File: src/rtl/fp_norm_if.sv
// fp_norm_if: handshake bundle for the floating-point normalizer.
//
// Valid/ready semantics: a transfer happens on a rising clock edge on which
// both valid and ready are high. A source that raises valid keeps valid and
// its payload unchanged until that transfer edge. A sink may raise or drop
// ready at any time.
//   in_*  : upstream -> normalizer (in_ready is driven by the normalizer)
//   out_* : normalizer -> downstream (out_ready is driven by downstream)
//
// Modports:
//   master - the environment: drives inputs and out_ready
//   slave  - the normalizer: drives in_ready and the result signals
interface fp_norm_if;
    logic        in_valid;
    logic        in_ready;
    logic        in_sign;
    logic [7:0]  in_ex;
    logic [24:0] in_man;
    logic        out_valid;
    logic        out_ready;
    logic [31:0] out_result;
    logic        out_ovf;
    logic        out_unf;

    modport master (
        output in_valid, in_sign, in_ex, in_man, out_ready,
        input  in_ready, out_valid, out_result, out_ovf, out_unf
    );

    modport slave (
        input  in_valid, in_sign, in_ex, in_man, out_ready,
        output in_ready, out_valid, out_result, out_ovf, out_unf
    );
endinterface

File: src/rtl/fp_normalizer.sv
// fp_normalizer: normalizes an unnormalized single-precision mantissa sum
// into an IEEE-754 single, with overflow to infinity and flush-to-zero on
// underflow. Truncation only, no rounding.
//
// Ports:
//   clk       - rising-edge clock
//   rst_n     - asynchronous active-low reset
//   bus       - fp_norm_if.slave (input offer, result handshake, flags)
//   dbg_state - current FSM state (0 IDLE, 1 CHECK, 2 SHIFT, 3 DONE)
module fp_normalizer (
    input  logic       clk,
    input  logic       rst_n,
    fp_norm_if.slave   bus,
    output logic [1:0] dbg_state
);

    typedef enum logic [1:0] {
        IDLE  = 2'd0,
        CHECK = 2'd1,
        SHIFT = 2'd2,
        DONE  = 2'd3
    } state_t;

    state_t      state_q, state_d;
    logic        sign_q, sign_d;
    logic [7:0]  ex_q, ex_d;
    logic [24:0] man_q, man_d;
    logic [31:0] result_q, result_d;
    logic        ovf_q, ovf_d;
    logic        unf_q, unf_d;
    logic [7:0]  ex_inc, ex_dec;

    // State and datapath registers
    always_ff @(posedge clk or negedge rst_n) begin
        if (!rst_n) begin
            state_q  <= IDLE;
            sign_q   <= 1'b0;
            ex_q     <= 8'h00;
            man_q    <= 25'h0;
            result_q <= 32'h0;
            ovf_q    <= 1'b0;
            unf_q    <= 1'b0;
        end else begin
            state_q  <= state_d;
            sign_q   <= sign_d;
            ex_q     <= ex_d;
            man_q    <= man_d;
            result_q <= result_d;
            ovf_q    <= ovf_d;
            unf_q    <= unf_d;
        end
    end

    // Next state and datapath
    always_comb begin
        state_d  = state_q;
        sign_d   = sign_q;
        ex_d     = ex_q;
        man_d    = man_q;
        result_d = result_q;
        ovf_d    = ovf_q;
        unf_d    = unf_q;
        ex_inc   = ex_q + 8'd1;
        ex_dec   = ex_q - 8'd1;

        case (state_q)
            IDLE: begin
                if (bus.in_valid) begin
                    sign_d  = bus.in_sign;
                    ex_d    = bus.in_ex;
                    man_d   = bus.in_man;
                    ovf_d   = 1'b0;
                    unf_d   = 1'b0;
                    state_d = CHECK;
                end
            end
            CHECK: begin
                state_d = DONE;
                if (man_q == 25'h0) begin
                    result_d = {sign_q, 31'h0};
                end else if (man_q[24]) begin
                    man_d = {1'b0, man_q[24:1]};
                    // ex >= FE: the increment reaches (or would wrap past) FF
                    if (ex_q >= 8'hFE) begin
                        ex_d     = 8'hFF;
                        result_d = {sign_q, 8'hFF, 23'h0};
                        ovf_d    = 1'b1;
                    end else begin
                        ex_d     = ex_inc;
                        result_d = {sign_q, ex_inc, man_q[23:1]};
                    end
                end else if (man_q[23]) begin
                    result_d = {sign_q, ex_q, man_q[22:0]};
                end else if (ex_q == 8'h00) begin
                    result_d = {sign_q, 31'h0};
                    unf_d    = 1'b1;
                end else begin
                    state_d = SHIFT;
                end
            end
            SHIFT: begin
                if (man_q[23]) begin
                    result_d = {sign_q, ex_q, man_q[22:0]};
                    state_d  = DONE;
                end else if (ex_q <= 8'd1) begin
                    result_d = {sign_q, 31'h0};
                    unf_d    = 1'b1;
                    state_d  = DONE;
                end else begin
                    man_d = {man_q[23:0], 1'b0};
                    ex_d  = ex_dec;
                    // The shift that brings the leading one into bit 23 also
                    // produces the result, so k shifts take exactly k cycles.
                    if (man_q[22]) begin
                        result_d = {sign_q, ex_dec, man_q[21:0], 1'b0};
                        state_d  = DONE;
                    end
                end
            end
            DONE: begin
                if (bus.out_ready) begin
                    state_d = IDLE;
                end
            end
            default: state_d = IDLE;
        endcase
    end

    // Outputs
    always_comb begin
        bus.in_ready   = (state_q == IDLE);
        bus.out_valid  = (state_q == DONE);
        bus.out_result = result_q;
        bus.out_ovf    = ovf_q;
        bus.out_unf    = unf_q;
        dbg_state      = state_q;
    end

endmodule

File: src/flat_wrapper.sv
// flat-port wrapper written by rule: the top's interface ports become plain ports
module fp_normalizer_flat 
  (clk, rst_n, dbg_state, bus_in_valid, bus_in_sign, bus_in_ex, bus_in_man, bus_out_ready, bus_in_ready, bus_out_valid, bus_out_result, bus_out_ovf, bus_out_unf);
  fp_norm_if bus_i ();
  input  logic clk;
  input  logic rst_n;
  output logic [1:0] dbg_state;
  input wire logic [$bits(bus_i.in_valid)-1:0] bus_in_valid;
  input wire logic [$bits(bus_i.in_sign)-1:0] bus_in_sign;
  input wire logic [$bits(bus_i.in_ex)-1:0] bus_in_ex;
  input wire logic [$bits(bus_i.in_man)-1:0] bus_in_man;
  input wire logic [$bits(bus_i.out_ready)-1:0] bus_out_ready;
  output wire logic [$bits(bus_i.in_ready)-1:0] bus_in_ready;
  output wire logic [$bits(bus_i.out_valid)-1:0] bus_out_valid;
  output wire logic [$bits(bus_i.out_result)-1:0] bus_out_result;
  output wire logic [$bits(bus_i.out_ovf)-1:0] bus_out_ovf;
  output wire logic [$bits(bus_i.out_unf)-1:0] bus_out_unf;
  assign bus_i.in_valid = bus_in_valid;
  assign bus_i.in_sign = bus_in_sign;
  assign bus_i.in_ex = bus_in_ex;
  assign bus_i.in_man = bus_in_man;
  assign bus_i.out_ready = bus_out_ready;
  assign bus_in_ready = bus_i.in_ready;
  assign bus_out_valid = bus_i.out_valid;
  assign bus_out_result = bus_i.out_result;
  assign bus_out_ovf = bus_i.out_ovf;
  assign bus_out_unf = bus_i.out_unf;
  fp_normalizer u_core (.clk(clk), .rst_n(rst_n), .bus(bus_i), .dbg_state(dbg_state));
endmodule
File: config.mk
export PLATFORM = sky130hd
export DESIGN_NAME = fp_normalizer_flat
export DESIGN_NICKNAME = d
export VERILOG_FILES = /design/src/rtl/fp_norm_if.sv /design/src/rtl/fp_normalizer.sv /design/src/flat_wrapper.sv
export SDC_FILE = /design/constraint.sdc
export NUM_CORES = 1
export LEC_CHECK = 0
export ABC_AREA = 1
export CAP_MARGIN = 20
export CELL_PAD_IN_SITES_DETAIL_PLACEMENT = 0
export CELL_PAD_IN_SITES_GLOBAL_PLACEMENT = 1
export CORE_ASPECT_RATIO = 1.75
export CORE_UTILIZATION = 45
export CTS_CLUSTER_DIAMETER = 40
export DETAILED_ROUTE_END_ITERATION = 10
export DONT_BUFFER_PORTS = 1
export GPL_ROUTABILITY_DRIVEN = 1
export PLACE_DENSITY_LB_ADDON = 0.15
export SETUP_SLACK_MARGIN = 0.4
export SLEW_MARGIN = 20
export SYNTH_ARGS = -nofsm -noshare
export SYNTH_HDL_FRONTEND = slang
export SYNTH_SLANG_ARGS = --single-unit
File: constraint.sdc
create_clock -name clk -period 5.1 [get_ports clk]
set_input_delay 1.275 -clock clk [delete_from_list [all_inputs] [get_ports clk]]
set_output_delay 1.275 -clock clk [all_outputs]
set_load 0.02 [all_outputs]
* Word-level counts from Yosys, hierarchy flattened
Cells that the tools add are included.
** Cells by class
- Equality and inequality tests :: 16
- Order comparisons :: 2
- Muxes and demuxes :: 44
- Reduce and logical (&&, ||, !) cells :: 14
- $add $sub $neg :: 2
** Operators with widths (number)
- 2-to-1 mux 32 bit :: 7
- 2-to-1 mux 25 bit :: 4
- case mux 25 bit (3 select lines) :: 1
- case mux 32 bit (2 select lines) :: 1
- 2-to-1 mux 8 bit :: 6
- 2-to-1 mux 31 bit :: 1
- logical NOT 25 bit :: 1
- 2-to-1 mux 24 bit :: 1
- case mux 8 bit (3 select lines) :: 1
- 2-to-1 mux 2 bit :: 8
- != test 2 bit (second input constant) :: 7
- 2-to-1 mux 1 bit :: 11
- AND reduction 5 bit :: 2
- adder 8 x 1 -> 8 bit (second input constant) :: 1
- greater-or-equal comparator 8 bit (second input constant) :: 1
- <= comparator 8 x 1 -> 1 bit (second input constant) :: 1
- logical NOT 8 bit :: 1
- != test 2 x 1 -> 1 bit (second input constant) :: 4
- case mux 2 bit (4 select lines) :: 1
- AND reduction 8 bit :: 1
- subtractor 8 x 1 -> 8 bit (second input constant) :: 1
- AND reduction 3 bit :: 2
- AND reduction 6 bit :: 1
- != test 5 x 1 -> 1 bit (second input constant) :: 1
- 10 further kinds :: 12
** Storage, ports and cells
- Logic and storage cells :: 87
- Output and inout port bits :: 38
- Register bits :: 70
- Input bits :: 38

* Longest topological paths before layout
- Depth after elaboration :: 6
- Depth in mapped cells :: 13
- Mapped depth without buffers :: 12

* Worst setup path before layout
No wires, ideal clock.
- Path type :: register to output
- Start point :: register u_core.state_q[0], in the netlist u_core.dbg_state[0]
- End point :: output bus_in_ready
- Arrival :: 0.894 ns
- Buffers on the path :: 0
- Required time :: 3.825 ns
- Path slack :: 2.931 ns
- Cell stages (with the launch flop) :: 3
- Cells stage by stage :: dfrtp_1 -> inv_1 -> ha_1
** Between the ends
- Cells in the longest elaborated chain, start to end :: 1
** Ends and longest elaborated chain
- from (decl) :: line fp_normalizer.sv:24 : state_t state_q, state_d;
- from (signal assigned) :: line fp_normalizer.sv:44 : state_q <= state_d;
- logical NOT 2 bit :: line fp_normalizer.sv:131 : bus.in_ready = (state_q == IDLE);
- to (decl) :: line flat_wrapper.sv:13 : output wire logic [$bits(bus_i.in_ready)-1:0] bus_in_ready;
No other way between the ends.

* Worst setup path in the final report
- Start point :: register u_core.state_q[1], in the netlist u_core.dbg_state[1]
- End point :: register u_core.ex_q[5]
** Between the ends
- Cells in the longest elaborated chain, start to end :: 3
- Elaborated cells on any way between the ends :: 11
** Ends and longest elaborated chain
- equality test 2 bit (tied with other cells) :: line fp_normalizer.sv:66 : case (state_q)
- != test 2 bit (no source line) (tied with other cells)
- AND reduction 6 bit (no source line)
- to (signal assigned) :: line fp_normalizer.sv:38 : ex_q <= 8'h00;
- to (signal assigned) :: line fp_normalizer.sv:46 : ex_q <= ex_d;
- to (decl) :: line fp_normalizer.sv:26 : logic [7:0] ex_q, ex_d;
Parallel ways exist; a longest one is shown, timed or not.
A chain may end at the register's enable or synchronous reset.

==> results_dict.tcl <==
set metrics [dict create \
    outcome "finished, final reports clean" \
    rsz0062_at_grt "no" \
    grt_usage_pct 26.2 \
    synth-edff-count 0 \
    period_needed_ns 2.98 \
    setup-tns-final_ns 0 \
    final_common_cell "nand2_1" \
    critPathRequiredTime_ns 5.36 \
    grtUsageMet3_pct 4.54 \
    rows 51 \
    fin_nets 782 \
    final_cell_mix "257 x nand2_1, 83 x nand3_1, 70 x dfrtp_1, 69 x o21ai_0, 59 x nor2_1" \
    crit_buf_inv 2 \
    grtUsageMet1_pct 29.5 \
    core_area_um2 11200 \
    first_global_vias 4698 \
    max-vdd-ir-drop_v 0.000721 \
    cts_tree "built" \
    synth_area_um2 5170 \
    drt_iter0_markers 343 \
    synth_top_area_share_pct 33.9 \
    remaining_drc_errors 0 \
    num_vias 4945 \
    hold_viol 0 \
    cts_max_level 3 \
    cts-root-buf "clkbuf_16" \
    yosysUniqueCellTypes 40 \
    wirelength_mm 15.4 \
    post_cts_buffers 0 \
    crit_family "simple AND/OR/NAND/NOR gates" \
    grt_max_degree 71 \
    clock_latency_ns 0.34 \
    first_pass_iters 5 \
    grt_pass1_wl_mm 24.5 \
    critPathMaxFanout 22 \
    die_area_um2 11900 \
    cts_resized 0 \
    synth.largest_area_cell "dfrtp_1" \
    dp_cells 856 \
    yosys_register_bits 70 \
    ys.flop_type "dfrtp_1" \
    postRouteAntennaNets 0 \
    antenna_found_initial 0 \
    die_x_um 83.0 \
    setup_viol 0 \
    ys_seq_area_share_pct 33.9 \
    cts_sinks 70 \
    cts_hold_buf 0 \
    finalPower_mw 4.73 \
    synth_cells 765 \
    overflow 0 \
    holdCritPathClass "reg2reg" \
    maxCapViolations 0 \
    gp_congestion 0.874 \
    synthArstFlopShare_pct 100 \
    hold_ws_ns 0.514 \
    critPathMaxStageDelay_ns 0.80 \
    met2_usage_pct 48.6 \
    cp_slowest_cell "ha_1" \
    start_kind "flop" \
    path_cells "inv_1 > ha_1 > nand2_1 > inv_1 > nand2_1 > nand3_1 > nand2_1 > o21ai_1" \
    fin_worst_skew_ns 0.00779 \
    endpoint_kind "flop" \
    cp_common_cell "nand2_1" \
    area_growth_syn_to_layout_pct 3.29 \
    clk_pin_slew_ns 0.06 \
    diodes 0 \
    ios 76 \
    routedWlPerCell_um 17.7 \
    finalMaxSlewViolations 0 \
    crit_arrival_ns 3.24 \
    post-dp-hpwl_mm 10.6 \
    final_cells 870 \
    chipHeight_um 144 \
    vias_per_cell 5.68 \
    cts_made_buffers 9 \
    syn_nets 812 \
    cts_max_path_buffers 2 \
    synth.avg_cell_area_um2 6.76 \
    portBuffers 0 \
    fmax_mhz 335 \
    worst_pin_slew_ns 0.981 \
    start_util_pct 46.3 \
    yosys_warnings 0 \
    layout-drive-gt1-share_pct 10.0 \
    power.static_leakage_nw 2.59 \
    slew_headroom_pct 34.6 \
    power.density_nw_per_um2 885 \
    path_class "reg2reg" \
    busiest_layer "met2" \
    netlist_top_cells_area "dfrtp_1 34%, nand2_1 19%, nand3_1 8.0%" \
    fin_util_pct 47.8 \
    post-route-period-util_pct 58.5 \
]
## per-stage QoR
step	instance area (µm²)	setup WS, ns
floorplan	5170	2.93
global placement	5060	2.22
detailed placement	5060	2.14
CTS	5340	2.13
global route	5340	1.89
finish	5340	2.12
## final timing paths
path                                startpoint                        to  slack (ns)  depth (start not counted)
max                        u_core.dbg_state[1]            u_core.ex_q[5]        2.12                          8
min                              u_core.sign_q             u_core.sign_q        0.51                          2
max reg2reg                u_core.dbg_state[1]            u_core.ex_q[5]        2.12                          8
min reg2reg                      u_core.sign_q             u_core.sign_q        0.51                          2
max in group asynchronous                rst_n          u_core.man_q[15]        4.37                          0
min in group asynchronous                rst_n  u_core.bus.out_result[9]        0.63                          0
## state kept, by name (all words and copies together) (netlist names)
name and flops:
u_core.bus.out_ovf 1, u_core.bus.out_unf 1, u_core.man_q 25, u_core.dbg_state 2
u_core.bus.out_result 32, u_core.ex_q 8, u_core.sign_q 1
## power breakdown
part	total [mW]	switching, mW	internal, mW
clock	0.617	0.247	0.370
sequential	1.28	0.440	0.837
combinational	2.83	1.98	0.853
## per-layer routing
metal	vias up	wire, µm
li1	2424	-
met1	2333	6180
met2	150	8110
met3	38	669
met4	0	452
met5	-	0
## final cells by class
| type | count | area (µm²) |
|---|---|---|
| clock buffer | 9 | 225 |
| clock inverter | 5 | 52.6 |
| fill | 1176 | 5830 |
| inverter | 56 | 225 |
| multi-input combinational | 593 | 2880 |
| sequential | 70 | 1750 |
| tap | 132 | 165 |
| timing repair buffer | 5 | 37.5 |
## tightest hold or removal path, cell delays in order (launching register included)
cell,delay (ns)
dfrtp_1,0.32
inv_1,0.05
a21oi_1,0.11
## cell usage after synthesis (4+ instances only)
cell and count:
nand2_1 257, nand3_1 83, dfrtp_1 70, o21ai_0 69, nor2_1 59, inv_1 46, a21oi_1 18, clkbuf_1 16
nand2_2 14, o21ai_1 13, buf_6 11, buf_2 10, ha_1 9, nand4_1 9, nor3_2 9, a22oi_1 8
nor3_1 8, a21oi_2 7, buf_4 7, inv_2 6, nand2_4 4, nor2_2 4, o211ai_1 4
## kinds of logic after synthesis
logic type	after synthesis	synth area share [%]
AO/OA/AOI/OAI	127	13.8
AND/OR/NAND/NOR	453	39.1
adder cells (fa/ha/maj)	9	2.18
XOR/XNOR	4	0.678
flip-flops	70	33.9
buffers and inverters	102	10.4
(Power assumes the default switching activity.)
